### src/rtl/uart_receiver.sv
// 8N1 UART receive stage: two-flop synchronizer, mid-bit sampling FSM and a
// one-entry holding register with valid/ack handshake plus error flags.
`timescale 1ns/1ps
module uart_receiver #(
  parameter int CLKS_PER_BIT = 434
) (
  input  logic       clk,
  input  logic       rst,
  input  logic       rx,
  input  logic       rd_ack,
  output logic [7:0] rx_data,
  output logic       rx_valid,
  output logic       frame_err,
  output logic       overrun,
  output logic       busy
);

  localparam int HALF = CLKS_PER_BIT / 2;
  localparam int CW   = $clog2(CLKS_PER_BIT);
  localparam logic [CW-1:0] FULL_LIM = CW'(CLKS_PER_BIT - 1);
  localparam logic [CW-1:0] HALF_LIM = CW'(HALF - 1);

  typedef enum logic [2:0] {IDLE, START, DATA, STOP, WAIT_IDLE} state_t;

  state_t        state, state_next;
  logic          rx_meta, rx_s;
  logic [CW-1:0] baud_cnt, baud_next;
  logic [2:0]    bit_idx, bit_next;
  logic [7:0]    shift_reg, shift_next;
  logic          sample;
  logic          load, stop_bad;

  // Synchronizer resets to the idle level so reset never looks like a start bit.
  always_ff @(posedge clk or posedge rst) begin
    if (rst) begin
      rx_meta <= 1'b1;
      rx_s    <= 1'b1;
    end else begin
      rx_meta <= rx;
      rx_s    <= rx_meta;
    end
  end

  always_ff @(posedge clk or posedge rst) begin
    if (rst) begin
      state     <= IDLE;
      baud_cnt  <= '0;
      bit_idx   <= 3'd0;
      shift_reg <= 8'h00;
    end else begin
      state     <= state_next;
      baud_cnt  <= baud_next;
      bit_idx   <= bit_next;
      shift_reg <= shift_next;
    end
  end

  assign sample = (baud_cnt == ((state == START) ? HALF_LIM : FULL_LIM));

  always_comb begin
    state_next = state;
    case (state)
      IDLE:      if (!rx_s) state_next = START;
      START:     if (sample) state_next = rx_s ? IDLE : DATA;
      DATA:      if (sample && bit_idx == 3'd7) state_next = STOP;
      STOP:      if (sample) state_next = rx_s ? IDLE : WAIT_IDLE;
      WAIT_IDLE: if (rx_s) state_next = IDLE;
      default:   state_next = IDLE;
    endcase
  end

  // Counter holds at zero outside the timed states so each phase starts fresh.
  always_comb begin
    baud_next  = baud_cnt + 1'b1;
    bit_next   = bit_idx;
    shift_next = shift_reg;
    if (state == IDLE || state == WAIT_IDLE || sample)
      baud_next = '0;
    if (state == START)
      bit_next = 3'd0;
    if (state == DATA && sample) begin
      bit_next   = bit_idx + 3'd1;
      shift_next = {rx_s, shift_reg[7:1]};
    end
  end

  always_comb begin
    busy     = (state != IDLE);
    load     = (state == STOP) && sample && rx_s;
    stop_bad = (state == STOP) && sample && !rx_s;
  end

  // A load in the same cycle as rd_ack wins and leaves no overrun behind.
  always_ff @(posedge clk or posedge rst) begin
    if (rst) begin
      rx_data   <= 8'h00;
      rx_valid  <= 1'b0;
      overrun   <= 1'b0;
      frame_err <= 1'b0;
    end else begin
      frame_err <= stop_bad;
      if (load) begin
        rx_data  <= shift_reg;
        rx_valid <= 1'b1;
        overrun  <= rx_valid && !rd_ack;
      end else if (rd_ack && rx_valid) begin
        rx_valid <= 1'b0;
        overrun  <= 1'b0;
      end
    end
  end

endmodule

### config.mk
export PLATFORM = sky130hd
export DESIGN_NAME = uart_receiver
export DESIGN_NICKNAME = d
export VERILOG_FILES = /design/src/rtl/uart_receiver.sv
export SDC_FILE = /design/constraint.sdc
export NUM_CORES = 1
export LEC_CHECK = 0
export ABC_AREA = 0
export CAP_MARGIN = 5
export CORE_MARGIN = 2
export CORE_UTILIZATION = 59
export CTS_CLUSTER_DIAMETER = 80
export DETAILED_ROUTE_END_ITERATION = 10
export GPL_TIMING_DRIVEN = 0
export PLACE_DENSITY = 0.82
export SLEW_MARGIN = 30
export SYNTH_ARGS = -nofsm -noshare
export SYNTH_HDL_FRONTEND = slang
export SYNTH_SLANG_ARGS = --single-unit
### constraint.sdc
create_clock -name clk -period 3.74 [get_ports clk]
set_input_delay 0.935 -clock clk [delete_from_list [all_inputs] [get_ports clk]]
set_output_delay 0.935 -clock clk [all_outputs]
set_load 0.01 [all_outputs]
# Word-level counts from Yosys, hierarchy flattened
# Cells that the tools add are included.
[word_totals]
memories = 0
ff_bits = 36
ram_bits = 0
mem_bits_ro = 0
latchBits = 0
elab_cells = 54
[classes]
reduce_logical = 16
order_cmp = 0
muxes = 15
add_sub_neg = 2
shifts = 0
div = 0
bitwise_logic = 0
n_eq_ne = 11
multipliers = 0
[op_table]
columns = ["op", "count"]
rows = [
  ["3-bit two-way mux", 8],
  ["9-bit two-way mux", 2],
  ["3-bit case mux with 5 select lines", 1],
  ["2-bit != test, second input constant", 5],
  ["9-bit by 1-bit adder with 9-bit output, second input constant", 1],
  ["9-bit == test", 1],
  ["1-bit logical AND", 7],
  ["3-bit by 2-bit == test with 1-bit output, second input constant", 2],
  ["3-bit == test, second input constant", 2],
  ["5-bit AND reduction", 1],
  ["2-bit nonzero test", 2],
  ["3-bit by 1-bit adder with 3-bit output, second input constant", 1],
  ["3-bit by 1-bit == test with 1-bit output, second input constant", 1],
  ["3-bit zero test", 1],
  ["1-bit two-way mux", 3],
  ["3-bit nonzero test", 1],
  ["1-bit zero test", 2],
  ["1-bit logical OR", 2],
  ["2-bit two-way mux", 1],
]

# Logic depth before layout (Yosys ltp)
# Gate-level depths: netlist of run 1.
[logic_depth]
ltp_word = 6
depth_mapped = 6
depth_no_buf = 4

# Least setup slack after synthesis of run 1
# OpenSTA, ideal clock, no wires.
[synth_timing]
path_kind = "reg2reg"
start = "reg baud_cnt[2]"
end = "reg shift_reg[0]"
arrival_ps = 1708
synth_period_minus_slack_ps = 1832
stages_incl_launch_ff = 6
n_path_buf = 1
path_slack_ps = 1908
setup_ps = 125
cell_sequence = "dfrtp_1 -> and4bb_2 -> and4b_1 -> nor3b_2 -> buf_6 -> mux2_2"
[synth_between]
elab_chain_len = 2
[synth_rtl]
columns = ["item", "line", "source"]
rows = [
  ["from (decl)", "27", "logic [CW-1:0] baud_cnt, baud_next;"],
  ["from (signal assigned)", "52", "baud_cnt <= baud_next;"],
  ["9-bit == test", "58", "assign sample = (baud_cnt == ((state == START) ? HALF_LIM : FULL_LIM));"],
  ["1-bit logical AND", "81", "if (state == DATA && sample) begin"],
  ["to (signal assigned)", "54", "shift_reg <= shift_next;"],
  ["to (decl)", "29", "logic [7:0] shift_reg, shift_next;"],
]
# No other way between the ends.
# A chain may end at the register's enable or synchronous reset.

# Worst setup path after layout of run 1
[layout_timing]
start = "reg state[0]"
end = "out busy"
[layout_between]
elab_chain_len = 1
[layout_rtl]
columns = ["item", "line", "source"]
rows = [
  ["from (decl)", "25", "state_t state, state_next;"],
  ["from (signal assigned)", "51", "state <= state_next;"],
  ["3-bit nonzero test", "88", "busy = (state != IDLE);"],
  ["to (decl)", "15", "output logic busy"],
]
# No other way between the ends.

==> results of run 1 <==
-- cell families (layout without fill, tap and decap cells) --
logic type,Yosys count,count (layout)
AND/OR/NAND/NOR,43,43
buffers and inverters,11,34
AO/OA/AOI/OAI,7,7
multiplexers,20,20
adder cells (fa/ha/maj),3,3
flip-flops,36,36
XOR/XNOR,7,7
-- critical path, stage by stage (launching register included) --
cell	delay, ns
dfrtp_1	0.38
buf_6	0.14
or3_1	0.33
clkdlybuf4s50_1	0.48
-- routing by layer --
metal / global-route usage (%) / wire length, um / up-vias / part of all wire, %
li1: - / - / 488 / -
met4: 8.16 / 44 / 0 / 1.7
met3: 5.12 / 98 / 5 / 3.7
met5: 0 / 0 / - / 0
met1: 27.4 / 1250 / 489 / 47
met2: 31.6 / 1260 / 21 / 48
-- final timing paths --
check	startpoint	endpoint	slack [ns]	cells past startpoint
worst max-delay path	state[0]	busy	1.15	3
worst min-delay path	rx_meta	rx_s	0.36	0
worst max register to register	baud_cnt[1]	shift_reg[7]	1.74	5
worst min register to register	rx_meta	rx_s	0.36	0
max in group asynchronous	rst	baud_cnt[8]	2.24	2
min in group asynchronous	rst	rx_valid	1.03	2
-- cells in the mapped netlist (3+ instances only) --
cell type | n | area (um^2)
nand2_1 | 8 | 30.0
nor2_1 | 13 | 48.8
xor2_1 | 6 | 52.6
inv_1 | 6 | 22.5
buf_6 | 3 | 33.8
mux2_2 | 16 | 180
ha_1 | 3 | 37.5
dfrtp_1 | 34 | 851
mux2i_1 | 4 | 40.0
nand3_1 | 7 | 35.0
-- through the flow --
step,worst slack [ns],power [mW]
finish,1.15,0.669
global route,1.07,0.697
CTS,1.15,0.676
detailed placement,1.51,0.416
global placement,1.31,0.415
floorplan,1.91,0.409
-- power groups by stage --
stage / Combinational, mW / Clock (mW) / Sequential, mW
6_report: 0.0146 / 0.261 / 0.393
5_1_grt: 0.0171 / 0.286 / 0.394
4_1_cts: 0.0153 / 0.267 / 0.394
3_5_place_dp: 0.0152 / 0 / 0.401
3_3_place_gp: 0.0144 / 0 / 0.401
2_1_floorplan: 0.00728 / 0 / 0.401
-- layout make-up --
cell class / count / area share, %
Timing Repair Buffer: 15 / 8.09
Clock inverter: 2 / 1.89
Multi-Input combinational cell: 80 / 33.6
Clock buffer: 6 / 2.23
Buffer: 5 / 2.29
Tap cell: 30 / 2.02
Inverter: 6 / 1.21
Sequential cell: 36 / 48.7
==> summary.md, run 1 <==
| Metric | Value |
|---|---|
| Status | complete, no violations |
| Largest family of logic cells by synthesized area | simple AND/OR/NAND/NOR gates |
| Logic pwr share | 2.2% |
| Slew Viols, Final | 0 |
| Antenna diodes | 0 |
| Register bit total from synthesis | 36 |
| Mapped Area | 0.00159 mm^2 |
| Fin util | 73.6% |
| Power per cell area | 360 mW/mm^2 |
| Multi-input gate area | 623 um^2 |
| Initial antenna violation count | 0 |
| Hold Vio Cnt, Final | 0 |
| Die height | 55.9 um |
| Final wirelength | 2.65 mm |
| CTS root buf | clkbuf_4 |
| Clock share of power | 39.0% |
| MaxCap Viol Count | 0 |
| Wire length of the first global-routing pass | 4.84 mm |
| DR vias | 1003 |
| Worst-Margin Slew | 0.721 ns |
| Wire length per cell | 14.7 um |
| Total die area | 0.00313 mm^2 |
| Synth Area in Adders | 2.36% |
| Fmax | 386 MHz |
| Int Power | 537 uW |
| Most frequent cells in the layout | dfrtp_1 (34), mux2_2 (16), clkdlybuf4s50_1 (15) |
| Post-DRT Antenna Nets | 0 |
| Final setup violation count | 0 |
| Die width | 55.9 um |
| Commonest non-fill, non-tap cell in the layout | dfrtp_1 |
| Cts hold-fix bufs | 0 |
| Clock sink count | 36 |
| Final HPWL DP | 1.74 mm |
| Vias in the first global route | 1023 |
| CP arrival | 1.65 ns |
| Quantity of gates resized following cts | 0 |
| Grt ovf | 0 |
| Clk_skew | 0.0151 ns |
| YS warnings | 0 |
| Fin area | 0.00186 mm^2 |
| CTS H-tree lvls | 2 |
| Max reg flops | 9 |
| Leak | 0.892 nW |
| DRT Pass-1 Iters | 4 |
| Via density | 5.57 |
| Cell Area, Placed | 0.00178 mm^2 |
| Clk buf depth | 2 |
| Post-Syn Area per Cell | 12.5 um^2 |
| Synth unique cells | 32 |
| Post-CTS Setup Bufs | 0 |
| Period utilization | 69.2% |
| Xor/xnor share of the synthesized area | 3.85% |
| Starting Density | 63.1% |
| CTS tree | yes |
| Largest net degree at the start of global routing | 37 |
| Initial drt markers | 22 |
| Hold WC Path Type | flip-flop to flip-flop |
| Async SR Flop Fraction | 100% |
| Critical path launch point type | flip-flop |
| Post-synth EDFFs | 0 |
| Critical path class | flip-flop to primary output |
| Clock Latency Late Sink | 0.34 ns |
| Post-Synth Simple-Gate Area | 15.8% |
| Layout area overhead | 16.6% |
| Sequential Power Share | 58.8% |
| Seq. cell area | 903 um^2 |
| Fin nets | 156 |
| Compound-cell area share of the yosys netlist | 3.30% |
| DRC violations left | 0 |
| WP data required | 2.80 ns |
| Switching pwr | 132 uW |
| Core Rows | 18 |
| Layout cells sized above 1 | 24.7% |
| Reg clk slew, reported paths | 0.10 ns |
| Synthesized instance count | 127 |
| Top-Level Pins | 16 |
| Slew margin rel. | 51.9% |
| Final non-filler cell total | 180 |
| Setup TNS Final | 0 ns |
| Syn Nets | 134 |
| Core area | 0.00252 mm^2 |
| Routability cong. | 0.842 |
| Total GRT Usage | 20.3% |
| Register area share after synthesis | 56.8% |
| Crit path time final | 2.59 ns |
| Worst-path maximum fanout | 10 |
| Switching portion of total power | 19.7% |
| Port bufs | 15 |
| Unrepaired setup endpoints after global routing | false |
| DP Cell Count | 172 |
| Crit end category | primary output |
| Final hold slack | 0.360 ns |
| Post-synth top flop | dfrtp_1 |
| Max IR drop VDD | 0.377 mV |
| Mux cell area share after synthesis | 13.8% |
| Number of fill cells | 176 |
| Num CTS Buffers | 5 |
Note: power is estimated with default switching activity, not from simulation.
==> run 2, diff against run 1 <==
CORE_UTILIZATION = 55   (was 59)
PLACE_DENSITY = 0.77   (was 0.82)
clock period = 2.46 ns   (was 3.74 ns; I/O delays follow)
==> summary.md, run 2 (synthesis gave the netlist of run 1 again) <==
| Metric | Value |
|---|---|
| Cell Chain, Critical Path | buf_6 > or3_1 > clkdlybuf4s50_1 (unchanged) |
| Final HPWL DP | 1.90 mm (was 1.74 mm) |
| Worst-path maximum fanout | 10 (unchanged) |
| Hold path cells | 0 (unchanged) |
| DRT Pass-1 Iters | 4 (unchanged) |
| Max IR drop VDD | 0.450 mV (was 0.377 mV) |
| CTS root buf | clkbuf_4 (unchanged) |
| Critical Path Source | state[0] (unchanged) |
| Final setup violation count | 0 (unchanged) |
| Critical path class | flip-flop to primary output (unchanged) |
| CTS tree | yes (unchanged) |
| Slew Viols, Final | 0 (unchanged) |
| Core area | 0.00276 mm^2 (was 0.00252 mm^2) |
| Post-CTS Setup Bufs | 0 (unchanged) |
| Commonest non-fill, non-tap cell in the layout | dfrtp_1 (unchanged) |
| Vias in the first global route | 1100 (was 1023) |
| CP arrival | 1.68 ns (was 1.65 ns) |
| Most frequent cells in the layout | dfrtp_1 (34), mux2_2 (16), clkdlybuf4s50_1 (15) (unchanged) |
| R2r endpoint | shift_reg[5] (was shift_reg[7]) |
| Routability cong. | 0.837 (was 0.842) |
| Cts hold-fix bufs | 0 (unchanged) |
| Layout area overhead | 16.7% (was 16.6%) |
| Hold Vio Cnt, Final | 0 (unchanged) |
| Cell Area, Placed | 0.00178 mm^2 (about the same) |
| Total die area | 0.00334 mm^2 (was 0.00313 mm^2) |
| Die width | 57.8 um (was 55.9 um) |
| Initial drt markers | 40 (was 22) |
| Worst-Margin Slew | 0.714 ns (was 0.721 ns) |
| Final non-filler cell total | 181 (was 180) |
| Initial antenna violation count | 0 (unchanged) |
| Crit path time final | 2.30 ns |
| Reg2Reg Launch Point | baud_cnt[2] (was baud_cnt[1]) |
| Layout cells sized above 1 | 24.7% (unchanged) |
| Critical path launch point type | flip-flop (unchanged) |
| Unrepaired setup endpoints after global routing | false (unchanged) |
| CTS H-tree lvls | 2 (unchanged) |
| Fin nets | 156 (unchanged) |
| Delay-heaviest family, CP | buffers and inverters (unchanged) |
| Num CTS Buffers | 5 (unchanged) |
| Clk_skew | 0.0116 ns (was 0.0151 ns) |
| Clock sink count | 36 (unchanged) |
| Hold WC Path Type | flip-flop to flip-flop (unchanged) |
| Leak | 0.892 nW (unchanged) |
| Post-DRT Antenna Nets | 0 (unchanged) |
| CP Buf/Inv Count | 2 (unchanged) |
| R2r setup slk | 0.44 ns (was 1.74 ns) |
| Clock Latency Late Sink | 0.34 ns (about the same) |
| Wire length of the first global-routing pass | 4.82 mm (was 4.84 mm) |
| Crit end category | primary output (unchanged) |
| Antenna diodes | 0 (unchanged) |
| FF-to-FF path depth | 5 (unchanged) |
| Final setup margin | 0.163 ns (was 1.15 ns) |
| Die height | 57.8 um (was 55.9 um) |
| DRC violations left | 0 (unchanged) |
| Clk buf depth | 2 (unchanged) |
| Top-Level Pins | 16 (unchanged) |
| DP Cell Count | 173 (was 172) |
| Port bufs | 15 (unchanged) |
| Core Rows | 19 (was 18) |
| MaxCap Viol Count | 0 (unchanged) |
| Setup WS pre-CTS | 0.456 ns (was 1.51 ns) |
| Setup TNS Final | 0 ns (unchanged) |
| Total GRT Usage | 19.4% (was 20.3%) |
| Hold EP | rx_s (unchanged) |
| Grt ovf | 0 (unchanged) |
| Max reg flops | 9 (unchanged) |
| Fin area | 0.00186 mm^2 (about the same) |
| Starting Density | 57.7% (was 63.1%) |
| Slowest-stage cell, CP | clkdlybuf4s50_1 (unchanged) |
| Quantity of gates resized following cts | 0 (unchanged) |
| Period utilization | 93.4% |
| WP data required | 1.85 ns (was 2.80 ns) |
| HP Start | rx_meta (unchanged) |
| Final wirelength | 2.74 mm (was 2.65 mm) |
| Power per cell area | 549 mW/mm^2 (was 360 mW/mm^2) |
| Slew margin rel. | 52.3% (was 51.9%) |
| Reg clk slew, reported paths | 0.11 ns (was 0.10 ns) |
| Via density | 5.68 (was 5.57) |
| Wire length per cell | 15.1 um (was 14.7 um) |
| Largest net degree at the start of global routing | 37 (unchanged) |
| Status | complete, no violations (unchanged) |
| Fmax | 435 MHz |
| DR vias | 1028 (was 1003) |
| Worst path max stage delay | 0.48 ns (about the same) |
run 2: layer usage:
layer | up-vias | GRT usage [%] | part of all wire, %
met2 | 34 | 29.9 | 49
met3 | 6 | 6.70 | 5.1
met4 | 0 | 9.63 | 1.9
met1 | 503 | 24.4 | 44
met5 | - | 0 | 0
li1 | 485 | - | -
run 2: power breakdown:
group	switching [mW]	internal, mW
combinational	0.0143	0.00769
clock	0.186	0.213
sequential	0.00262	0.596
run 2: worst max path at each step:
| stage | slack, ns | endpoint | cells after the start |
|---|---|---|---|
| final | 0.16 | busy | 3 |
| after global routing | 0.09 | busy | 3 |
| after CTS | 0.15 | busy | 3 |
| after detailed placement | 0.46 | shift_reg[5] | 5 |
| after global placement | 0.32 | rx_data[0] | 2 |
| after floorplan | 0.63 | shift_reg[0] | 5 |
run 2: area by class of cell:
class	count	area, um^2
plain buffers	5	42.5
clock buffers	6	41.3
clock inverters	2	35.0
fillers	221	901
inverters	6	22.5
multi-input cells	80	623
flip-flops and latches	36	903
well taps	31	38.8
repair buffers	15	150
run 2: worst reg2reg max path: cells and delay by family (launching register included):
kind / cells / cell delay [ns]
mux: 1 / 0.34
buf+inv: 1 / 0.20
flops: 1 / 0.44
simple gates: 3 / 0.93
run 2: metrics by stage:
step / utilization [%] / hold WS [ns] / power, mW
3_5_place_dp: 64.6 / 0.349 / 0.633
6_report: 67.3 / 0.362 / 1.02
4_1_cts: 67.3 / 0.364 / 1.03
2_1_floorplan: - / 0.345 / 0.621
3_3_place_gp: 64.6 / 0.348 / 0.632
5_1_grt: 67.3 / 0.368 / 1.06
